`src/rtl/cla_sub_pipe32.sv`:
```
// Two-stage pipelined 32-bit subtractor (a - b - bi) built from 16-bit CLA
// slices, with borrow-out, signed-overflow and zero flags.
// Ports: clk, rst (async, active-high); in_valid/in_ready with a, b, bi;
//        out_valid/out_ready with diff, bo, ovf, zero.
module cla_sub_pipe32 #(
  parameter int WIDTH = 32,
  parameter int SLICE = WIDTH / 2
) (
  input  logic             clk,
  input  logic             rst,
  input  logic             in_valid,
  output logic             in_ready,
  input  logic [WIDTH-1:0] a,
  input  logic [WIDTH-1:0] b,
  input  logic             bi,
  output logic             out_valid,
  input  logic             out_ready,
  output logic [WIDTH-1:0] diff,
  output logic             bo,
  output logic             ovf,
  output logic             zero
);

  // 16-bit carry-lookahead add: 4-bit groups with group generate/propagate.
  // Returns {carry_out, sum}.
  function automatic logic [16:0] cla16(
    input logic [15:0] x,
    input logic [15:0] y,
    input logic        ci
  );
    logic [15:0] g;
    logic [15:0] p;
    logic [15:0] c;
    logic [3:0]  gg;
    logic [3:0]  gp;
    logic [4:0]  gc;
    g = x & y;
    p = x ^ y;
    for (int k = 0; k < 4; k++) begin
      gg[k] = g[4*k+3]
            | (p[4*k+3] & g[4*k+2])
            | (p[4*k+3] & p[4*k+2] & g[4*k+1])
            | (p[4*k+3] & p[4*k+2] & p[4*k+1] & g[4*k]);
      gp[k] = &p[4*k +: 4];
    end
    gc[0] = ci;
    gc[1] = gg[0] | (gp[0] & ci);
    gc[2] = gg[1] | (gp[1] & gg[0]) | (gp[1] & gp[0] & ci);
    gc[3] = gg[2] | (gp[2] & gg[1]) | (gp[2] & gp[1] & gg[0])
          | (gp[2] & gp[1] & gp[0] & ci);
    gc[4] = gg[3] | (gp[3] & gg[2]) | (gp[3] & gp[2] & gg[1])
          | (gp[3] & gp[2] & gp[1] & gg[0])
          | (gp[3] & gp[2] & gp[1] & gp[0] & ci);
    for (int k = 0; k < 4; k++) begin
      c[4*k] = gc[k];
      for (int i = 1; i < 4; i++) begin
        c[4*k+i] = g[4*k+i-1] | (p[4*k+i-1] & c[4*k+i-1]);
      end
    end
    return {gc[4], p ^ c};
  endfunction

  // Stage-1 registers
  logic             s1_valid_q, s1_valid_d;
  logic [SLICE-1:0] s1_dlo_q, s1_dlo_d;
  logic             s1_c16_q, s1_c16_d;
  logic [SLICE-1:0] s1_ahi_q, s1_ahi_d;
  logic [SLICE-1:0] s1_bhi_q, s1_bhi_d;

  // Output registers
  logic             out_valid_q, out_valid_d;
  logic [WIDTH-1:0] diff_q, diff_d;
  logic             bo_q, bo_d;
  logic             ovf_q, ovf_d;
  logic             zero_q, zero_d;

  logic             accept;
  logic             s2_adv;
  logic [SLICE:0]   lo_sum;
  logic [SLICE:0]   hi_sum;
  logic [WIDTH-1:0] res;

  assign in_ready = !s1_valid_q || !out_valid_q || out_ready;
  assign accept   = in_valid && in_ready;
  assign s2_adv   = s1_valid_q && (!out_valid_q || out_ready);

  // Subtract as a + ~b + ~bi; the high slice only sees registered values.
  assign lo_sum = cla16(a[SLICE-1:0], ~b[SLICE-1:0], ~bi);
  assign hi_sum = cla16(s1_ahi_q, ~s1_bhi_q, s1_c16_q);
  assign res    = {hi_sum[SLICE-1:0], s1_dlo_q};

  always_comb begin
    s1_valid_d = s1_valid_q;
    s1_dlo_d   = s1_dlo_q;
    s1_c16_d   = s1_c16_q;
    s1_ahi_d   = s1_ahi_q;
    s1_bhi_d   = s1_bhi_q;
    if (accept) begin
      s1_valid_d = 1'b1;
      s1_dlo_d   = lo_sum[SLICE-1:0];
      s1_c16_d   = lo_sum[SLICE];
      s1_ahi_d   = a[WIDTH-1:SLICE];
      s1_bhi_d   = b[WIDTH-1:SLICE];
    end else if (s2_adv) begin
      s1_valid_d = 1'b0;
    end
  end

  always_comb begin
    out_valid_d = out_valid_q;
    diff_d      = diff_q;
    bo_d        = bo_q;
    ovf_d       = ovf_q;
    zero_d      = zero_q;
    if (s2_adv) begin
      out_valid_d = 1'b1;
      diff_d      = res;
      bo_d        = ~hi_sum[SLICE];
      ovf_d       = (s1_ahi_q[SLICE-1] ^ s1_bhi_q[SLICE-1])
                  & (s1_ahi_q[SLICE-1] ^ hi_sum[SLICE-1]);
      zero_d      = ~|res;
    end else if (out_ready) begin
      out_valid_d = 1'b0;
    end
  end

  always_ff @(posedge clk or posedge rst) begin
    if (rst) begin
      s1_valid_q <= 1'b0;
      s1_dlo_q   <= '0;
      s1_c16_q   <= 1'b0;
      s1_ahi_q   <= '0;
      s1_bhi_q   <= '0;
    end else begin
      s1_valid_q <= s1_valid_d;
      s1_dlo_q   <= s1_dlo_d;
      s1_c16_q   <= s1_c16_d;
      s1_ahi_q   <= s1_ahi_d;
      s1_bhi_q   <= s1_bhi_d;
    end
  end

  always_ff @(posedge clk or posedge rst) begin
    if (rst) begin
      out_valid_q <= 1'b0;
      diff_q      <= '0;
      bo_q        <= 1'b0;
      ovf_q       <= 1'b0;
      zero_q      <= 1'b0;
    end else begin
      out_valid_q <= out_valid_d;
      diff_q      <= diff_d;
      bo_q        <= bo_d;
      ovf_q       <= ovf_d;
      zero_q      <= zero_d;
    end
  end

  assign out_valid = out_valid_q;
  assign diff      = diff_q;
  assign bo        = bo_q;
  assign ovf       = ovf_q;
  assign zero      = zero_q;

endmodule

```
`config.mk`:
```
export PLATFORM = sky130hd
export DESIGN_NAME = cla_sub_pipe32
export DESIGN_NICKNAME = d
export VERILOG_FILES = /design/src/rtl/cla_sub_pipe32.sv
export SDC_FILE = /design/constraint.sdc
export NUM_CORES = 1
export LEC_CHECK = 0
export CORE_ASPECT_RATIO = 1.5
export CORE_MARGIN = 2
export CORE_UTILIZATION = 51
export CTS_CLUSTER_SIZE = 16
export DETAILED_ROUTE_END_ITERATION = 10
export GPL_TIMING_DRIVEN = 0
export PLACE_DENSITY = 0.9
export RECOVER_POWER = 25
export SETUP_SLACK_MARGIN = 0.5
export SLEW_MARGIN = 20
export SYNTH_ARGS = -nofsm -noshare
export SYNTH_HDL_FRONTEND = slang
export SYNTH_SLANG_ARGS = --single-unit
```
`constraint.sdc`:
```
create_clock -name clk -period 4.1 [get_ports clk]
set_input_delay 0.82 -clock clk [delete_from_list [all_inputs] [get_ports clk]]
set_output_delay 0.82 -clock clk [all_outputs]
set_load 0.02 [all_outputs]
```
==> flow_summary.json, run 1 <==
{
  "critical_path.reg2reg.startpoint": "s1_ahi_q[1]",
  "fin_ws_ps": 456,
  "drc": 0,
  "synth_edf_count": 0,
  "dp_hpwl_um": 8740,
  "rsz0062_at_grt": "true",
  "final_cell_mix": "clkdlybuf4s50_1, dfrtp_1, inv_1",
  "ir_drop_mv": 0.339,
  "multi_input_area_sq_um": 2430,
  "synthesis.nets": 531,
  "coreArea_sq_um": 8880,
  "slew_headroom": -0.546,
  "cp-end-kind": "register",
  "drt_pass1_iterations": 4,
  "worstHoldStart": "diff[28]",
  "final_area_sq_um": 6410,
  "insertion_delay_ps": 340,
  "cts_tree": "yes",
  "synth.yosys.seq_area_share": 0.458,
  "crit_required_ps": 4360,
  "fin_crit_ps": 3640,
  "skew_ps": 9.23,
  "ys_top_cells_by_area": "dfrtp_1, fa_1, ha_1, mux2_1, mux2_2",
  "synthCells": 406,
  "avgRoutedWirePerCell_um": 18.5,
  "io_buffers": 105,
  "cts_buffers": 9,
  "min_path_cells": 2,
  "detail-route-antenna-nets": 0,
  "run_status": "complete, but fails checks",
  "grt_pass1_vias": 3899,
  "design.portCount": 106,
  "via_count": 3599,
  "layout-drive-gt1-share": 0.157,
  "avgSynthCellArea_sq_um": 11.6,
  "overflow": 0,
  "path_class": "register to register",
  "r2r_cells": 14,
  "syn2layout_area_growth_pct": 36.3,
  "ys.flop_type": "dfrtp_1",
  "reg2reg_slack_ps": 460,
  "fin_tns_setup_ps": 0,
  "start_util": 0.529,
  "via_per_inst": 5.57,
  "p_total_mw": 3.31,
  "ff_latch_area_sq_um": 2150,
  "period_share": 0.889,
  "clock_sinks": 86,
  "drv_slew": 53,
  "p_leak_nw": 2.90,
  "yosys_warnings": 0,
  "rows": 42,
  "dpl-instance-area_sq_um": 5910,
  "slowest_stage": "or4_4",
  "fmax_ghz": 0.274,
  "drtIter0Drc": 142,
  "startpoint_type": "register",
  "cts_max_path_buffers": 2,
  "cts_hold_buffers": 0,
  "p_per_area_nw_per_um2": 517,
  "cpMostUsedCell": "fa_2",
  "die_w_um": 82.4,
  "reg2reg_to": "zero",
  "ys_seq_elements": 86,
  "layout.cells.most_common": "clkdlybuf4s50_1",
  "async_flop_share": 1.00,
  "tightest_slew_ps": 2310,
  "yosysTopAreaCellShare": 0.458,
  "hold_path.class": "register to register",
  "die-area_sq_um": 10000,
  "grt_first_pass_wirelength_um": 18600,
  "hold_viol": 0,
  "arrival_ps": 3900,
  "setup_viol": 0,
  "finalNetCount": 656,
  "cts_root_buf": "clkbuf_16",
  "hold_ws_ps": 487,
  "diodes": 0,
  "cap_viol_max_count": 1,
  "crit_fanout": 3,
  "clk_pin_slew_ps": 60,
  "synth_area_sq_um": 4700,
  "dieHeight_um": 122,
  "antenna_found_initial": 0,
  "hold_end": "diff[28]",
  "slowest_delay_ps": 520,
  "path_cells": "ha_1, nand3_2, o22ai_4, nor2_4, nor2_2, nor2_2, fa_2, fa_2, inv_2, fa_2, nor4_4, nand2_1, or4_4, o31ai_2",
  "failed_checks": "max-capacitance violations, max-slew violations",
  "gp_congestion": 0.861,
  "yosysTopAreaCell": "dfrtp_1",
  "routed_wl_um": 12000,
  "fillCellCount": 603,
  "post_synth_num_cell_types": 42,
  "grt_max_degree": 54,
  "grt_use_total": 0.254,
  "post-place-ws_ps": -70.1,
  "htreeDepth": 3
}
-- worst max path at each step --
stage                      from           end  slack, ps  cells past startpoint
finish              s1_ahi_q[1]          zero        460                     14
global route               b[2]  s1_dlo_q[11]        370                     13
CTS                 s1_ahi_q[2]          zero        410                     14
detailed placement         b[0]  s1_dlo_q[15]        -70                     12
global placement            rst   s1_ahi_q[2]       -130                      2
floorplan           s1_ahi_q[2]          zero        730                     12
-- layer usage --
metal	part of all wire	GRT usage	vias to the layer above	routed length, um
met3	0.052	0.0496	37	617
met5	0	0	-	0
li1	-	-	1614	-
met2	0.57	0.449	143	6810
met1	0.33	0.270	1805	3990
met4	0.046	0.150	0	556
-- final cells by class --
| class | count | area share |
|---|---|---|
| well taps | 110 | 0.0215 |
| multi-input cells | 249 | 0.379 |
| inverters | 59 | 0.0348 |
| repair buffers | 114 | 0.177 |
| clock inverters | 1 | 0.000781 |
| plain buffers | 12 | 0.0109 |
| clock buffers | 15 | 0.0402 |
| flip-flops and latches | 86 | 0.336 |
-- per-stage QoR --
step,cells,utilization
after floorplan,406,-
after global placement,621,0.663
after detailed placement,622,0.666
after CTS,643,0.709
after global routing,646,0.721
final,646,0.721
-- kinds of logic (layout without fill, tap and decap cells) --
family | Yosys count | in the layout | synth area share
AO/OA/AOI/OAI | 58 | 58 | 0.0697
XOR/XNOR | 9 | 9 | 0.0184
adder cells (fa/ha/maj) | 56 | 56 | 0.187
buffers and inverters | 71 | 201 | 0.0620
flip-flops | 86 | 86 | 0.458
multiplexers | 53 | 53 | 0.127
AND/OR/NAND/NOR | 73 | 73 | 0.0777
-- synthesized netlist by cell type (2+ instances only) --
| cell type | count |
|---|---|
| buf_2 | 5 |
| fa_1 | 24 |
| o21ai_1 | 19 |
| inv_1 | 59 |
| mux2_2 | 20 |
| and3_1 | 2 |
| xor2_1 | 6 |
| a21o_1 | 2 |
| xnor2_1 | 2 |
| nor3_1 | 2 |
| o31ai_1 | 2 |
| nor2b_1 | 2 |
| nor2_1 | 7 |
| buf_1 | 3 |
| nand3_1 | 2 |
| nor4_2 | 2 |
| clkbuf_1 | 2 |
| mux2_1 | 33 |
| nand4_1 | 7 |
| nand2b_1 | 5 |
| ha_1 | 32 |
| o21ai_0 | 13 |
| dfrtp_1 | 86 |
| nand2_1 | 38 |
| a21oi_1 | 14 |
-- flip-flops by register name (all words and copies together), names as in the netlist --
| register | count |
|---|---|
| out_valid | 1 |
| diff | 32 |
| bo | 1 |
| s1_c16_q | 1 |
| s1_ahi_q | 16 |
| s1_dlo_q | 16 |
| ovf | 1 |
| s1_bhi_q | 16 |
| s1_valid_q | 1 |
| zero | 1 |
-- worst max-delay path: cells and delay by family, from the launching register on --
kind,cells,cell delay [ps]
buffers and inverters,1,60
and+or+nand+nor,7,1210
adders and majority gates,4,1510
DFF,1,410
AOI/OAI and AO/OA,2,370
-- report_power, final --
| part | leakage, nW | total (mW) | internal (mW) | switching (mW) |
|---|---|---|---|---|
| logic | 1.74 | 1.32 | 0.649 | 0.673 |
| clock network | 0.128 | 0.737 | 0.427 | 0.310 |
| registers | 1.03 | 1.25 | 1.07 | 0.176 |
| total | 2.90 | 3.31 | 2.15 | 1.16 |
-- repair_timing --
| item | 4_1_cts | 5_1_grt |
|---|---|---|
| pin swaps | 9 | 11 |
| gates resized for setup | 20 | 17 |
| buffers inserted | 5 | 3 |
| endpoints found under the setup margin | 3 | 5 |
(Power assumes the default switching activity.)
==> inputs of run 2 (changes only) <==
--- a/config.mk
+++ b/config.mk
@@ -7,2 +7,3 @@
 export LEC_CHECK = 0
+export ABC_CLOCK_PERIOD_IN_PS = 4100
 export CORE_ASPECT_RATIO = 1.5
@@ -15,2 +16,3 @@
 export RECOVER_POWER = 25
+export REMOVE_ABC_BUFFERS = 1
 export SETUP_SLACK_MARGIN = 0.5
==> constraint.sdc (replaced) <==
create_clock -name clk -period 4.1 [get_ports clk]
set_input_delay 1.23 -clock clk [delete_from_list [all_inputs] [get_ports clk]]
set_output_delay 1.23 -clock clk [all_outputs]
set_load 0.02 [all_outputs]
==> run 2 against run 1 <==
Against the previous run: the flow now finishes without violations; highest routed layer unchanged; sequential share of layout area shrank 0.47 points; clock power is 11% higher; wire length decreased by 2.4%.
==> flow_summary.json, run 2 (same netlist as run 1, synthesis figures left out) <==
{
  "coreArea_sq_um": 8880,
  "fin_ws_ps": 412,
  "path_class": "register to register",
  "layout.cells.most_common": "dfrtp_1",
  "die_w_um": 82.4,
  "grt_first_pass_wirelength_um": 18000,
  "start_util": 0.529,
  "reg2reg_slack_ps": 410,
  "drv_slew": 0,
  "crit_fanout": 3,
  "htreeDepth": 3,
  "skew_ps": 6.46,
  "rsz0062_at_grt": "true",
  "via_per_inst": 5.54,
  "rows": 42,
  "power_frac_seq": 0.364,
  "grt_pass1_vias": 3848,
  "dieHeight_um": 122,
  "p_leak_nw": 2.89,
  "fin_tns_setup_ps": 0,
  "detail-route-antenna-nets": 0,
  "period_share": 0.900,
  "overflow": 0,
  "p_comb_frac": 0.395,
  "swShare": 0.346,
  "syn2layout_area_growth_pct": 38.2,
  "cap_viol_max_count": 0,
  "cts_tree": "yes",
  "diodes": 0,
  "run_status": "finished, final reports clean",
  "hold_path.class": "register to register",
  "cts_hold_buffers": 0,
  "p_switching_mw": 1.18,
  "arrival_ps": 3930,
  "clock_sinks": 86,
  "final_area_sq_um": 6500,
  "crit_required_ps": 4340,
  "grt_max_degree": 66,
  "insertion_delay_ps": 340,
  "largest_register_ff_count": 32,
  "fin_crit_ps": 3690,
  "die-area_sq_um": 10000,
  "hold_ws_ps": 487,
  "io_buffers": 105,
  "gp_congestion": 0.890,
  "ir_drop_mv": 0.407,
  "setup_viol": 0,
  "p_per_area_nw_per_um2": 525,
  "final_cell_mix": "dfrtp_1, clkdlybuf4s50_1, inv_1",
  "grt_use_total": 0.242,
  "finalNetCount": 646,
  "design.portCount": 106,
  "cts_root_buf": "clkbuf_16",
  "hold_viol": 0,
  "drt_pass1_iterations": 4,
  "drc": 0,
  "cp-end-kind": "register",
  "fmax_ghz": 0.271,
  "critical_path.reg2reg.startpoint": "s1_bhi_q[4]",
  "via_count": 3521,
  "cts_buffers": 9,
  "dp_hpwl_um": 8010,
  "dpl-instance-area_sq_um": 5860,
  "antenna_found_initial": 0,
  "routed_wl_um": 11700,
  "worstHoldStart": "diff[24]",
  "power.internal_mw": 2.23,
  "avgRoutedWirePerCell_um": 18.4,
  "layout-drive-gt1-share": 0.238,
  "post-place-ws_ps": -544,
  "crit_start": "s1_bhi_q[4]",
  "drtIter0Drc": 141,
  "clk_pin_slew_ps": 60,
  "slew_headroom": 0.189,
  "pwr-share-clk": 0.240,
  "startpoint_type": "register",
  "cts_max_path_buffers": 2,
  "tightest_slew_ps": 1210
}
[run 2: power by group through the flow]
stage	Combinational [mW]	Sequential [mW]	Clock, mW
global route	1.46	1.27	0.873
CTS	1.30	1.24	0.828
finish	1.35	1.24	0.820
global placement	1.16	1.23	0
floorplan	0.496	1.38	0
detailed placement	1.21	1.25	0
[run 2: critical path, cell delays in order (launching register included)]
cell and delay, ps:
dfrtp_1 420, inv_1 70, ha_1 310, nand4_1 220, o31ai_4 340, nor2_2 70, fa_2 410, fa_2 400
fa_1 570, nand4_1 130, or4_4 440, o31ai_2 180
[run 2: repair_timing]
item                                    in CTS  in global routing
pin swaps                                   34                 18
gates resized for setup                    133                 12
endpoints found under the setup margin       9                  4
setup buffers                                7                  3
[run 2: worst paths after layout]
kind,endpoint,cells past startpoint
max in group asynchronous,diff[8],3
hold reg to reg,diff[24],2
setup reg to reg,zero,11
min in group asynchronous,s1_ahi_q[3],2
hold / removal,diff[24],2
setup / recovery,zero,11
[run 2: cell type report]
cell class	count	area, sq um
tap	110	138
clock inverter	4	45.0
multi-input combinational	249	2620
timing repair buffer	116	1070
inverter	59	223
clock buffer	12	256
fill	543	2380
sequential	86	2150
[run 2: metal layers]
metal	vias up	track usage	wire, um
li1	1587	-	-
met3	46	0.0496	543
met2	121	0.447	6590
met5	-	0	0
met1	1767	0.245	3970
met4	0	0.126	583
[run 2: through the flow]
step	cells	total power, mW	util
2_1_floorplan	394	1.88	-
3_3_place_gp	609	2.39	0.655
3_5_place_dp	610	2.46	0.659
4_1_cts	633	3.37	0.722
5_1_grt	636	3.60	0.732
6_report	636	3.41	0.732
